### src/rtl/branch_target_cache.sv
`default_nettype none
// ============================================================================
// Module   : branch_target_cache
// Brief    : Direct-mapped fetch-stage branch target cache with flush sweep.
//            Optional macro BTB_2BIT_CTR_EN selects 2-bit saturating counters.
// Revision : 1.0 - initial release
// ============================================================================

package branch_target_cache_pkg;
   typedef struct packed {
      logic        v;
      logic [5:0]  tag;
      logic        t;
      logic [31:0] ta;
   } CACHE_BRANCH;
endpackage

module branch_target_cache
   import branch_target_cache_pkg::*;
#(
   parameter int IDX_W = 4
) (
   input  logic        clk,
   input  logic        rst_n,
   input  logic [31:0] PC,
   output logic [5:0]  TAG_PC,
   output CACHE_BRANCH data_out_CACHE,
   input  logic        upd_en,
   input  logic [31:0] upd_pc,
   input  logic        upd_taken,
   input  logic [31:0] upd_target,
   input  logic        flush,
   output logic        busy
);

   localparam int c_DEPTH = 1 << IDX_W;
`ifdef BTB_2BIT_CTR_EN
   localparam int c_CTR_W = 2;
`else
   localparam int c_CTR_W = 1;
`endif
   // Allocation state is "weakly taken": MSB set, all lower bits clear.
   localparam logic [c_CTR_W-1:0] c_CTR_INIT = {1'b1, {(c_CTR_W-1){1'b0}}};
   localparam logic [c_CTR_W-1:0] c_CTR_MAX  = '1;
   localparam logic [IDX_W-1:0]   c_CNT_LAST = '1;

   typedef enum logic [0:0] {
      ST_IDLE  = 1'b0,
      ST_SWEEP = 1'b1
   } state_t;

   state_t             r_state;
   state_t             w_state_nxt;
   logic [IDX_W-1:0]   r_cnt;

   logic               r_v   [c_DEPTH];
   logic [5:0]         r_tag [c_DEPTH];
   logic [c_CTR_W-1:0] r_ctr [c_DEPTH];
   logic [31:0]        r_ta  [c_DEPTH];

   logic [IDX_W-1:0]   w_lidx;
   logic [IDX_W-1:0]   w_uidx;
   logic [5:0]         w_utag;
   logic               w_hit;
   logic               w_upd_ok;
   logic [c_CTR_W-1:0] w_ctr_cur;
   logic [c_CTR_W-1:0] w_ctr_inc;
   logic [c_CTR_W-1:0] w_ctr_dec;
   logic               w_unused_addr;

   assign w_lidx = PC[IDX_W+1:2];
   assign TAG_PC = PC[IDX_W+7:IDX_W+2];
   assign w_uidx = upd_pc[IDX_W+1:2];
   assign w_utag = upd_pc[IDX_W+7:IDX_W+2];
   assign w_unused_addr = ^{PC[31:IDX_W+8], PC[1:0], upd_pc[31:IDX_W+8], upd_pc[1:0]};

   assign busy      = (r_state == ST_SWEEP);
   assign w_hit     = r_v[w_uidx] && (r_tag[w_uidx] == w_utag);
   // A flush in the same idle cycle takes priority over the update.
   assign w_upd_ok  = upd_en && (r_state == ST_IDLE) && !flush;
   assign w_ctr_cur = r_ctr[w_uidx];
   assign w_ctr_inc = (w_ctr_cur == c_CTR_MAX) ? w_ctr_cur : w_ctr_cur + 1'b1;
   assign w_ctr_dec = (w_ctr_cur == '0)        ? w_ctr_cur : w_ctr_cur - 1'b1;

   always_comb begin
      data_out_CACHE = '0;
      if (!busy) begin
         data_out_CACHE.v   = r_v[w_lidx];
         data_out_CACHE.tag = r_tag[w_lidx];
         data_out_CACHE.t   = r_ctr[w_lidx][c_CTR_W-1];
         data_out_CACHE.ta  = r_ta[w_lidx];
      end
   end

   always_comb begin
      w_state_nxt = r_state;
      case (r_state)
         ST_IDLE:  if (flush) w_state_nxt = ST_SWEEP;
         ST_SWEEP: if (r_cnt == c_CNT_LAST) w_state_nxt = ST_IDLE;
         default:  w_state_nxt = ST_IDLE;
      endcase
   end

   always_ff @(posedge clk or negedge rst_n) begin
      if (!rst_n) begin
         r_state <= ST_IDLE;
      end else begin
         r_state <= w_state_nxt;
      end
   end

   always_ff @(posedge clk or negedge rst_n) begin
      if (!rst_n) begin
         r_cnt <= '0;
         for (int i = 0; i < c_DEPTH; i++) begin
            r_v[i]   <= 1'b0;
            r_tag[i] <= '0;
            r_ctr[i] <= '0;
            r_ta[i]  <= '0;
         end
      end else begin
         if (r_state == ST_SWEEP) begin
            r_v[r_cnt] <= 1'b0;
            r_cnt      <= r_cnt + 1'b1;
         end else if (flush) begin
            r_cnt <= '0;
         end

         if (w_upd_ok) begin
            if (upd_taken) begin
               r_ta[w_uidx] <= upd_target;
               if (w_hit) begin
                  r_ctr[w_uidx] <= w_ctr_inc;
               end else begin
                  r_v[w_uidx]   <= 1'b1;
                  r_tag[w_uidx] <= w_utag;
                  r_ctr[w_uidx] <= c_CTR_INIT;
               end
            end else if (w_hit) begin
               r_ctr[w_uidx] <= w_ctr_dec;
            end
         end
      end
   end

endmodule
`default_nettype wire

### config.mk
export PLATFORM = sky130hd
export DESIGN_NAME = branch_target_cache
export DESIGN_NICKNAME = d
export VERILOG_FILES = /design/src/rtl/branch_target_cache.sv
export SDC_FILE = /design/constraint.sdc
export NUM_CORES = 1
export LEC_CHECK = 0
export ABC_AREA = 1
export CAP_MARGIN = 20
export CORE_UTILIZATION = 64
export CTS_BUF_LIST = sky130_fd_sc_hd__clkbuf_16
export DETAILED_ROUTE_END_ITERATION = 7
export DONT_BUFFER_PORTS = 1
export PLACE_DENSITY_LB_ADDON = 0.25
export SYNTH_ARGS = -nofsm -noshare
export SYNTH_HDL_FRONTEND = slang
export SYNTH_SLANG_ARGS = --single-unit
### constraint.sdc
create_clock -name clk -period 3.4 [get_ports clk]
set_clock_uncertainty 0.2 [all_clocks]
set_input_delay 0.34 -clock clk [delete_from_list [all_inputs] [get_ports clk]]
set_output_delay 0.34 -clock clk [all_outputs]
set_load 0.005 [all_outputs]
==> summary.md <==
| Metric | Value |
|---|---|
| Run status | `finished with violations` |
| Failing checks | `hold timing, slew limit` |
| Row cnt | `80` |
| Startpoint Class | `flip-flop` |
| Seq/Total Area, Yosys | `51.7%` |
| Mapped Avg Cell Area | `around 8.6 µm²` |
| Most common cell in the netlist | `o21ai_0` |
| Cell Area, Synth | `slightly above 30,000 µm²` |
| Port bufs | `0` |
| Top Layer Used | `met4` |
| Max Freq | `0.319 GHz` |
| Worst VDD drop | `348 µV` |
| Quantity of gates resized following cts | `0` |
| Hold Slack | `-0.724 ns` |
| Synth Area in Compound Gates | `between 10% and 20%` |
| Root Driver | `clkbuf_16` |
| Mapped Nets | `around 3,700` |
| Final Cycle Share | `between 90% and 100%` |
| Final count of pins violating max slew | `272` |
| TritonCTS clock tree | `built` |
| DR vias | `25,800` |
| CTS Buf Count | `between 60 and 70` |
| Setup Fix Bufs, Post-CTS | `0` |
| Main combinational cell family by area after synthesis | `compound AO/OA/AOI/OAI gates` |
| # fillers | `3,567` |
| Detailed Routing Iterations Pass 1 | `6` |
| Final setup viols | `0` |
| Area grow syn2layout | `8.23%` |
| Largest net degree at the start of global routing | `646` |
| Clock-pin slew on the worst setup and hold paths | `approximately 0.06 ns` |
| Register bit total from synthesis | `645` |
| Vias in the first global route | `25,500` |
| Final Util | `70.4%` |
| Die area | `around 50,000 µm²` |
| Top cells by area, synth | `dfrtp_1 52%, o21ai_0 11%, mux2_2 9.2%` |
| Routed WL | `84,700 µm` |
| Via/cell ratio | `~6.2` |
| Setup TNS | `0 ns` |
| DRC viols | `0` |
| Initial antenna violation count | `1` |
| CTS H-tree lvls | `3` |
| PnR worst setup slack | `0.264 ns` |
| Final net count | `around 3,600` |
| Worst path most repeated cell | `nand2_1` |
| Cell variety after synth | `26` |
| Io pins | `approximately 150` |
| Slew @ Worst Pin | `1.91 ns` |
| Met2 wire len | `40,200 µm` |
| Buf+Inv Stages, Crit Path | `3` |
| Crit path capture type | `flip-flop` |
| Synth Instances | `~3,600` |
| Drt initial violations | `3,072` |
| Synth Area in Adders | `0.160%` |
| CTS Sinks | `645` |
| Ys async rst share | `between 90% and 100%` |
| First-pass GRT wire length | `135,000 µm` |
| Layout cells sized above 1 | `12.2%` |
| Post-Synth Simple-Gate Area | `13.1%` |
| CP Class | `flip-flop to flip-flop` |
| Arr. time, crit path | `3.43 ns` |
| Post-DP HPWL | `45,300 µm` |
| CP max FO | `17` |
| Max clock buf depth | `3` |
| Synth Warn # | `0` |
| Gp weighted congestion | `0.905` |
| Crit-path max cell delay | `between 0.4 and 0.5 ns` |
| Leading area contributor after synthesis | `dfrtp_1` |
| Metal3 WL | `7380 µm` |
| Top cell type's share of synthesized area | `between 50% and 60%` |
| Post-synth EDFFs | `0` |
| Worst path top cell family by delay | `simple AND/OR/NAND/NOR gates` |
| Hold_buf cts | `44` |
| DRT antenna net count | `0` |
| Xor/xnor share of the synthesized area | `0%` |
| Post-synthesis mux area share | `9.24%` |
| Static Leakage | `16.2 nW` |
| Worst path required time | `3.69 ns` |
| Grt total ovfl | `0` |
| Placement Setup Slack | `0.320 ns` |
| Relative slew slack | `-27.4%` |
| CP max stage cell | `nand2_1` |
| Total power per unit cell area | `529 nW/µm²` |
| Max capacitance violation total | `0` |
| Min-Delay Path Class | `input pin to async pin` |
| RSZ-0062 raised after global routing | `no` |
| Commonest cells post-synth | `693 x o21ai_0, 650 x nand2_1, 645 x dfrtp_1` |
| Die outline height | `between 200 and 250 µm` |
| Die X | `around 220 µm` |
| FF-to-FF setup slack | `between 0.2 and 0.3 ns` |
| Crit-path cells | `inv_1 -> nand2_1 -> nor2_2 -> nand2_1 -> buf_4 -> nor2_4 -> buf_4 -> nand2_1 -> o21ai_0` |
| Dominant synthesized flop cell | `dfrtp_1` |
| Worst-Skew Late Latency | `slightly below 0.6 ns` |
| Total core area | `47,900 µm²` |
| Routed WL per cell | `20.4 µm` |
| Met1 wire length | `around 34,000 µm` |
| Minimum clock period | `3.14 ns` |
| GRT Overall Usage | `34.4%` |
| Initial Util | `65.1%` |
| Hold Vio Cnt, Final | `645` |
==> per-stage QoR <==
step                      total power [mW]  cell area, µm²  cells
after floorplan                       10.6           31200   3615
after global placement                10.9           31400   3990
after detailed placement              11.0           31400   3990
after CTS                             17.9           33800   4146
after global routing                  18.6           33800   4147
final                                 17.9           33800   4147
==> sequential cells by signal, summed over array words and instances, names as in the netlist <==
name / count
r_tag: 96
r_ctr: 16
busy: 1
r_ta: 512
r_v: 16
r_cnt: 4
==> cell type report <==
| class | instances | area, µm² | area share (%) |
|---|---|---|---|
| antenna | 1 | 2.50 | 0.00741 |
| clock buffer | 71 | 1780 | 5.26 |
| clock inverter | 41 | 190 | 0.563 |
| inverter | 331 | 1250 | 3.71 |
| multi-input combinational | 2341 | 12600 | 37.4 |
| sequential | 645 | 16100 | 47.8 |
| tap | 615 | 769 | 2.28 |
| timing repair buffer | 102 | 988 | 2.93 |
==> metal layers <==
layer  vias to the layer above  track usage, %
li1                      11700               -
met1                     12600            46.1
met2                      1311            55.2
met3                       229            5.81
met4                         0            15.7
met5                         -               0
==> logic make-up after synthesis <==
logic type | after synthesis
compound gates | 1078
fa+ha+maj | 4
buf+inv | 629
flops | 645
mux | 256
simple gates | 1003
==> layout by cell type, fill, tap and decap left out <==
cell / count
o21ai_0: 693
nand2_1: 650
dfrtp_1: 644
inv_1: 338
a21oi_1: 334
mux2_2: 256
nand3_1: 224
nor2_1: 95
clkbuf_16: 71
buf_4: 49
dlygate4sd3_1: 44
clkinv_1: 21
o211ai_1: 17
nor2_4: 16
o21ai_1: 15
nand2_2: 11
o221ai_1: 10
buf_12: 9
o22ai_1: 7
clkinv_2: 5
inv_2: 4
ha_1: 4
nor2_2: 3
nand4_1: 3
inv_6: 2
diode_2: 1
nand3_2: 1
inv_4: 1
a22o_1: 1
o21bai_2: 1
dfrtp_2: 1
bufinv_16: 1
==> where the power goes <==
group / switching, mW / internal (mW) / leakage [nW] / total (mW)
clock: 2.98 / 3.81 / 1.02 / 6.79
sequential: 0.372 / 8.50 / 7.60 / 8.88
combinational: 1.38 / 0.820 / 7.62 / 2.20
total: 4.73 / 13.1 / 16.2 / 17.9
==> final timing paths <==
check | startpoint | end | depth (start not counted)
worst max-delay path | busy | r_tag[95] | 9
worst min-delay path | rst_n | r_ta[186] | 0
worst max register to register | busy | r_tag[95] | 9
worst min register to register | r_tag[91] | r_tag[91] | 2
max in group asynchronous | rst_n | r_tag[27] | 0
min in group clk | upd_pc[9] | r_tag[51] | 2
Note: power is estimated with default switching activity, not from simulation.
